### src/rtl/rf_write_arbiter.sv
// rf_write_arbiter
//
// Two writeback requesters share the single register file write port
// (WE3/A3/WD3). Each requester pushes {addr, data} into its own 2-entry FIFO
// through a valid/ready handshake. A round-robin arbiter pops at most one FIFO
// head per cycle into a registered write port that drives the register file
// directly.
//
// Ports:
//   clk, rst_n                clock and asynchronous active-low reset
//   reqN_valid/addr/data      requester N write offer (N = 0, 1)
//   reqN_ready                FIFO N has room; depends only on registered count
//   WE3, A3, WD3              registered register file write port
//   idle                      both FIFOs empty and no write on the port
//
// Optional feature macro: RF_X0_FILTER_EN
//   When defined, a granted entry addressed to x0 is popped and uses its grant
//   slot, but WE3 is held low for it. A3/WD3 still load the entry.
//
// Arbiter state (last):
//   last | meaning
//   0    | FIFO 0 granted most recently; FIFO 1 wins the next tie
//   1    | FIFO 1 granted most recently; FIFO 0 wins the next tie (reset)

module rf_write_arbiter #(
    parameter int WIDTH = 32,
    parameter int DEPTH = 2
) (
    input  logic             clk,
    input  logic             rst_n,
    input  logic             req0_valid,
    input  logic [4:0]       req0_addr,
    input  logic [WIDTH-1:0] req0_data,
    output logic             req0_ready,
    input  logic             req1_valid,
    input  logic [4:0]       req1_addr,
    input  logic [WIDTH-1:0] req1_data,
    output logic             req1_ready,
    output logic             WE3,
    output logic [4:0]       A3,
    output logic [WIDTH-1:0] WD3,
    output logic             idle
);

    localparam logic [1:0] FULL_COUNT = 2'(DEPTH);

    logic [4:0]       fifo_addr [2][2];
    logic [WIDTH-1:0] fifo_data [2][2];
    logic [1:0]       count [2];
    logic [1:0]       wptr;
    logic [1:0]       rptr;
    logic             last;

    logic [1:0]       in_valid;
    logic [4:0]       in_addr [2];
    logic [WIDTH-1:0] in_data [2];
    logic [1:0]       ready;
    logic [1:0]       push;
    logic [1:0]       nonempty;
    logic [1:0]       pop;
    logic             gnt_valid;
    logic             gnt_idx;
    logic [4:0]       head_addr;
    logic [WIDTH-1:0] head_data;
    logic             issue_we;

    assign in_valid   = {req1_valid, req0_valid};
    assign in_addr[0] = req0_addr;
    assign in_addr[1] = req1_addr;
    assign in_data[0] = req0_data;
    assign in_data[1] = req1_data;

    // Ready looks only at the registered count, so a full FIFO refuses a push
    // even in a cycle where it is also being popped.
    assign ready[0]    = (count[0] != FULL_COUNT);
    assign ready[1]    = (count[1] != FULL_COUNT);
    assign push        = in_valid & ready;
    assign nonempty[0] = (count[0] != 2'd0);
    assign nonempty[1] = (count[1] != 2'd0);

    assign req0_ready = ready[0];
    assign req1_ready = ready[1];

    always_comb begin
        gnt_valid = nonempty[0] | nonempty[1];
        // On a tie the FIFO not granted last wins; otherwise take whichever
        // FIFO holds data (the index is don't-care when both are empty).
        if (nonempty[0] && nonempty[1]) begin
            gnt_idx = ~last;
        end else begin
            gnt_idx = ~nonempty[0];
        end
        pop = 2'b00;
        if (gnt_valid) begin
            pop[gnt_idx] = 1'b1;
        end
    end

    assign head_addr = fifo_addr[gnt_idx][rptr[gnt_idx]];
    assign head_data = fifo_data[gnt_idx][rptr[gnt_idx]];

`ifdef RF_X0_FILTER_EN
    assign issue_we = (head_addr != 5'd0);
`else
    assign issue_we = 1'b1;
`endif

    // Entry storage carries no reset; occupancy is tracked by count alone.
    always_ff @(posedge clk) begin
        for (int i = 0; i < 2; i++) begin
            if (push[i]) begin
                fifo_addr[i][wptr[i]] <= in_addr[i];
                fifo_data[i][wptr[i]] <= in_data[i];
            end
        end
    end

    always_ff @(posedge clk or negedge rst_n) begin
        if (!rst_n) begin
            for (int i = 0; i < 2; i++) begin
                count[i] <= 2'd0;
            end
            wptr <= 2'b00;
            rptr <= 2'b00;
            last <= 1'b1;
            WE3  <= 1'b0;
            A3   <= 5'd0;
            WD3  <= '0;
        end else begin
            for (int i = 0; i < 2; i++) begin
                count[i] <= count[i] + {1'b0, push[i]} - {1'b0, pop[i]};
                if (push[i]) begin
                    wptr[i] <= ~wptr[i];
                end
                if (pop[i]) begin
                    rptr[i] <= ~rptr[i];
                end
            end
            if (gnt_valid) begin
                last <= gnt_idx;
                WE3  <= issue_we;
                A3   <= head_addr;
                WD3  <= head_data;
            end else begin
                WE3  <= 1'b0;
            end
        end
    end

    assign idle = (count[0] == 2'd0) && (count[1] == 2'd0) && !WE3;

endmodule

### config.mk
export PLATFORM = sky130hd
export DESIGN_NAME = rf_write_arbiter
export DESIGN_NICKNAME = d
export VERILOG_FILES = /design/src/rtl/rf_write_arbiter.sv
export SDC_FILE = /design/constraint.sdc
export NUM_CORES = 1
export LEC_CHECK = 0
export ABC_CLOCK_PERIOD_IN_PS = 2900
export BUFFER_PORTS_ARGS = -buffer_cell sky130_fd_sc_hd__buf_4
export CORE_ASPECT_RATIO = 0.75
export CORE_MARGIN = 10
export CORE_UTILIZATION = 32
export CTS_CLUSTER_SIZE = 10
export DETAILED_ROUTE_END_ITERATION = 10
export HOLD_SLACK_MARGIN = 0.05
export PLACE_DENSITY_LB_ADDON = 0.15
export SETUP_SLACK_MARGIN = 0.3
export SYNTH_ARGS = -nofsm -noshare
export SYNTH_HDL_FRONTEND = slang
export SYNTH_SLANG_ARGS = --single-unit
### constraint.sdc
create_clock -name clk -period 2.9 [get_ports clk]
set_clock_uncertainty 0.2 [all_clocks]
set_input_delay 0.29 -clock clk [delete_from_list [all_inputs] [get_ports clk]]
set_output_delay 0.29 -clock clk [all_outputs]
set_load 0.01 [all_outputs]
Word-level counts from Yosys, hierarchy flattened

Memories as Yosys holds them, arrays and structs flattened.
Cells that the tools add are included.

Bits in registers: 47
RAM bits: 148
Bits of input ports: 78
Output and inout port bits: 41
Logic and storage cells: 74
Memories kept: 2

Memory list:

| memory    | words | width | rd ports | clocked after memory_dff | wr ports | RTL line | text |
|---|---|---|---|---|---|---|---|
| fifo_data | 2     | 64    | 1        | 0                        | 2        | 48       | `logic [WIDTH-1:0] fifo_data [2][2];` |
| fifo_addr | 2     | 10    | 1        | 0                        | 2        | 47       | `logic [4:0] fifo_addr [2][2];` |

Add/subtract/negate cells: 4
Order comparisons: 7
Equality and inequality tests: 2
Mux-type cells: 27
Bitwise operators: 11
Reduce and logical (&&, ||, !) cells: 11

Operator list:

| operator                                                                     | number |
|---|---|
| 32-bit two-way mux                                                           | 5 |
| 64-bit two-way mux                                                           | 2 |
| 32-bit demux with 1-bit select                                               | 2 |
| 5-bit two-way mux                                                            | 5 |
| 10-bit two-way mux                                                           | 2 |
| 5-bit demux with 1-bit select                                                | 2 |
| 1-bit two-way mux                                                            | 7 |
| 2-bit >= comparator, second input constant                                   | 3 |
| 1-bit logical AND                                                            | 6 |
| 1-bit inverter                                                               | 6 |
| 1-bit inverter with 2-bit output                                             | 3 |
| 2-bit by 1-bit adder with 2-bit output                                       | 2 |
| 2-bit zero test                                                              | 2 |
| 2-bit by 1-bit less-than comparator with 1-bit output, second input constant | 2 |
| 2-bit inequality test, second input constant                                 | 2 |
| 2-bit nonzero test                                                           | 2 |
| 2-bit by 1-bit subtractor with 2-bit output                                  | 2 |
| 2-bit bitwise AND                                                            | 1 |
| 1-bit by 2-bit less-than comparator with 1-bit output, second input constant | 1 |
| 2-bit two-way mux                                                            | 1 |
| 1-bit demux with 1-bit select                                                | 1 |
| 1-bit >= comparator, second input constant                                   | 1 |
| 1-bit zero test                                                              | 1 |
| 1-bit bitwise OR                                                             | 1 |

Longest topological paths before layout

Word-level depth: 9
Gate-level depth with buffers: 9
Depth with buffers taken out: 8

Least setup slack after synthesis

OpenSTA, ideal clock, no wires.

Path type: register -> register
From: register count[3] (netlist bit)
To: memory fifo_addr[0][5] (netlist bit) (enable)
Library setup time: 0.431 ns
Data arrival time: 2.238 ns
Data required time: 2.269 ns
Slack: 0.031 ns
Cell stages (with the launch flop): 4
Buffers on the path: 0
Period minus slack after synthesis: 2.869 ns
Path through: dfrtp_1 -> nand2b_1 -> nand2_1 -> nor2_1

RTL lines:

| element                         | RTL line | text |
|---|---|---|
| start, declared                 | 49       | `logic [1:0] count [2];` |
| start signal, assigned by index | 131      | `count[i] <= count[i] + {1'b0, push[i]} - {1'b0, pop[i]};` |
| end, declared                   | 47       |  |

Worst setup path after layout

From: register count[3] (netlist bit)
To: output idle

Word-level cells in the longest chain between the ends: 3

Ends and longest elaborated chain:

| element                        | RTL line | text |
|---|---|---|
| 2-bit zero test                | 150      | `assign idle = (count[0] == 2'd0) && (count[1] == 2'd0) && !WE3;` |
| 1-bit logical AND (2 in a row) | 150      |  |
| end, declared                  | 42       | `output logic idle` |

No other way between the ends.

==> out/results.ini <==
[timing]
fin_tns_setup_ps=0
slew_viol_final=0
hold_viol_final=0
rsz0062_at_grt=false
tightest_slew_ps=711.3
maxSlewHeadroom_pct=52.58
fin_crit_sh_pct=83.66
period_needed_ps=2426
setup_viol=0
fmax_ghz=0.4122

[place]
gp_congestion=0.7054
post-dp-hpwl_um=11930
placed_area_um2=8855
place_inst=844
io_buffers=118

[layout]
antenna_cells=0
design_area_um2=10240
layout-drive-gt1-share_pct=35.58
area_growth_pct=35.68
stdcell_count=952
num-nets-final=721

[floorplan]
die_h_um=153
dieArea_um2=30190
core_area_um2=23120
rows=48
io_pins=119
die_w_um=197.3
initial_core_util_pct=32.64

[detailed_routing]
drc=0
routedWlPerCell_um=18.89
wirelength_um=17990
ant_nets=0
vias=4487
drt_iter0_drc=283
firstDrtPassIters=6
avgViaCountPerCell=4.713

[synth]
seq_area_frac_synth_pct=74.49
synthXorXnorAreaFrac_pct=0.9284
synth_compound_area_share_pct=6.184
synthAdderAreaFrac_pct=0.6631
synthMuxAreaShare_pct=10.43
yosys.cell_types.count=24
ys_ff_latch=195
yosys_warnings=0
synthFlopType=edfxtp_1
synth_top_family_by_area=multiplexers
synth.avg_cell_area_um2=17.15
synth_edf_count=148
syn_area_um2=7547
synth_nets=522
yosys.area_share.simple_pct=5.206
synthCells=440
async_flop_share_pct=24.10

[status]
outcome=finished, final reports clean

[clock_network]
clk_latency_ps=420
post-cts-setup-buffers=0
cts_root_buf=clkbuf_16
htreeDepth=4
cts_inserted_buffers=17
path_clk_slew_ps=70
cts_buffer_depth=2
cts_tree=done
clock_sinks=195

[grt]
grt_max_degree=48
grt_usage_pct=12.18
overflow=0
antenna_found_initial=0
grt_pass1_wl_um=28230
grt_pass1_vias=4886

[pwr]
peakVddDrop_v=0.0005505
p_total_mw=10.60
powerDensity_nw_per_um2=1035
leakage_nw=3.842

[worst_hold_path]
min_path_type=primary input to flop

[worst_setup_path]
arrival_ps=1940
crit_path_start_kind=flop
cp_max_fo=38
worstPathRequired_ps=2410
cp-end-kind=output pin
path_class=flop to output pin

[run]
cap_violations=0

-- state kept, by name (all words and copies together), names as in the netlist --
register,count
fifo_data,128
A3,5
WE3,1
WD3,32
wptr,2
fifo_addr,20
count,4
rptr,2
last,1
-- synth_stat cells, drive strengths merged (2+ instances only) --
cell type / number / area [um2]
edfxtp: 148 / 4444
dfrtp: 46 / 1151
nor2: 43 / 161.4
a311oi: 37 / 449.2
mux2: 37 / 416.7
mux2i: 37 / 370.4
nor3: 37 / 185.2
buf: 17 / 102.6
clkbuf: 12 / 45.04
xnor2: 7 / 61.31
ha: 4 / 50.05
inv: 3 / 11.26
and3: 2 / 12.51
nand2: 2 / 7.510
nand2b: 2 / 12.51
-- layout by cell type (no fill, tap or decap), drive strengths merged, types with 5 or more instances in the layout --
cell | synthesis | routed
edfxtp | 148 | 148
buf | 17 | 133
dlygate4sd3 | 0 | 76
dfrtp | 46 | 46
nor2 | 43 | 43
mux2i | 37 | 37
mux2 | 37 | 37
nor3 | 37 | 37
a311oi | 37 | 37
clkbuf | 12 | 17
inv | 3 | 8
xnor2 | 7 | 7
clkinv | 0 | 5
-- worst max-delay path, stage by stage, from the launching register on --
cell     delay (ps)
dfrtp_1         440
or4_4           580
buf_6           240
nor2_1          120
buf_4           130
-- what timing repair did --
action | in CTS | in global routing
resized for setup | 0 | 1
setup endpoints to repair | 0 | 1
endpoints found under the hold margin | 195 | 0
hold buffers | 76 | 0
-- cells by family (layout without fill, tap and decap cells) --
family | after synthesis | count (layout)
flip-flops | 195 | 195
AND/OR/NAND/NOR | 88 | 88
multiplexers | 74 | 74
AO/OA/AOI/OAI | 39 | 39
buffers and inverters | 32 | 244
XOR/XNOR | 8 | 8
adder cells (fa/ha/maj) | 4 | 4
-- routing by layer --
layer	part of all wire (%)	global-route usage, %	routed length (um)	vias to the layer above
li1	-	-	-	2100
met1	47	16.52	8468	2270
met2	47	18.78	8414	108
met3	5.5	3.401	988	9
met4	0.63	3.033	114	0
met5	0	0	0	-
-- layout make-up --
type	instances	area, um2
multi-input combinational	213	1795
clock inverter	15	195.2
inverter	3	11.26
tap	300	375.4
sequential	195	5624
timing repair buffer	209	1813
clock buffer	17	425.4
fill	2055	12880
-- final timing paths --
| kind | start | end | slack [ps] | cells past startpoint |
|---|---|---|---|---|
| setup / recovery | count[3] | idle | 470 | 4 |
| hold / removal | req0_valid | wptr[0] | 70 | 3 |
| setup reg to reg | count[3] | count[1] | 640 | 7 |
| hold reg to reg | last | last | 300 | 2 |
| max in group asynchronous | rst_n | rptr[1] | 1710 | 2 |
| min in group asynchronous | rst_n | A3[2] | 270 | 2 |
-- report_power, final --
part	internal [mW]	total (mW)	switching [mW]	leakage, nW
registers	3.94	4.42	0.472	1.91
clock network	1.38	2.47	1.08	0.297
logic	1.76	3.71	1.96	1.64
total	7.09	10.6	3.51	3.84
-- stage by stage --
stage	util (%)	hold slack, ps	worst slack, ps
global placement	38.30	180.1	702.2
finish	44.29	65.52	473.8
global route	44.29	69.65	371.9
CTS	44.27	50.39	372.2
floorplan	-	-205.6	573.4
detailed placement	38.30	186.4	678.5
No activity file was read; power rests on OpenSTA's default activity.
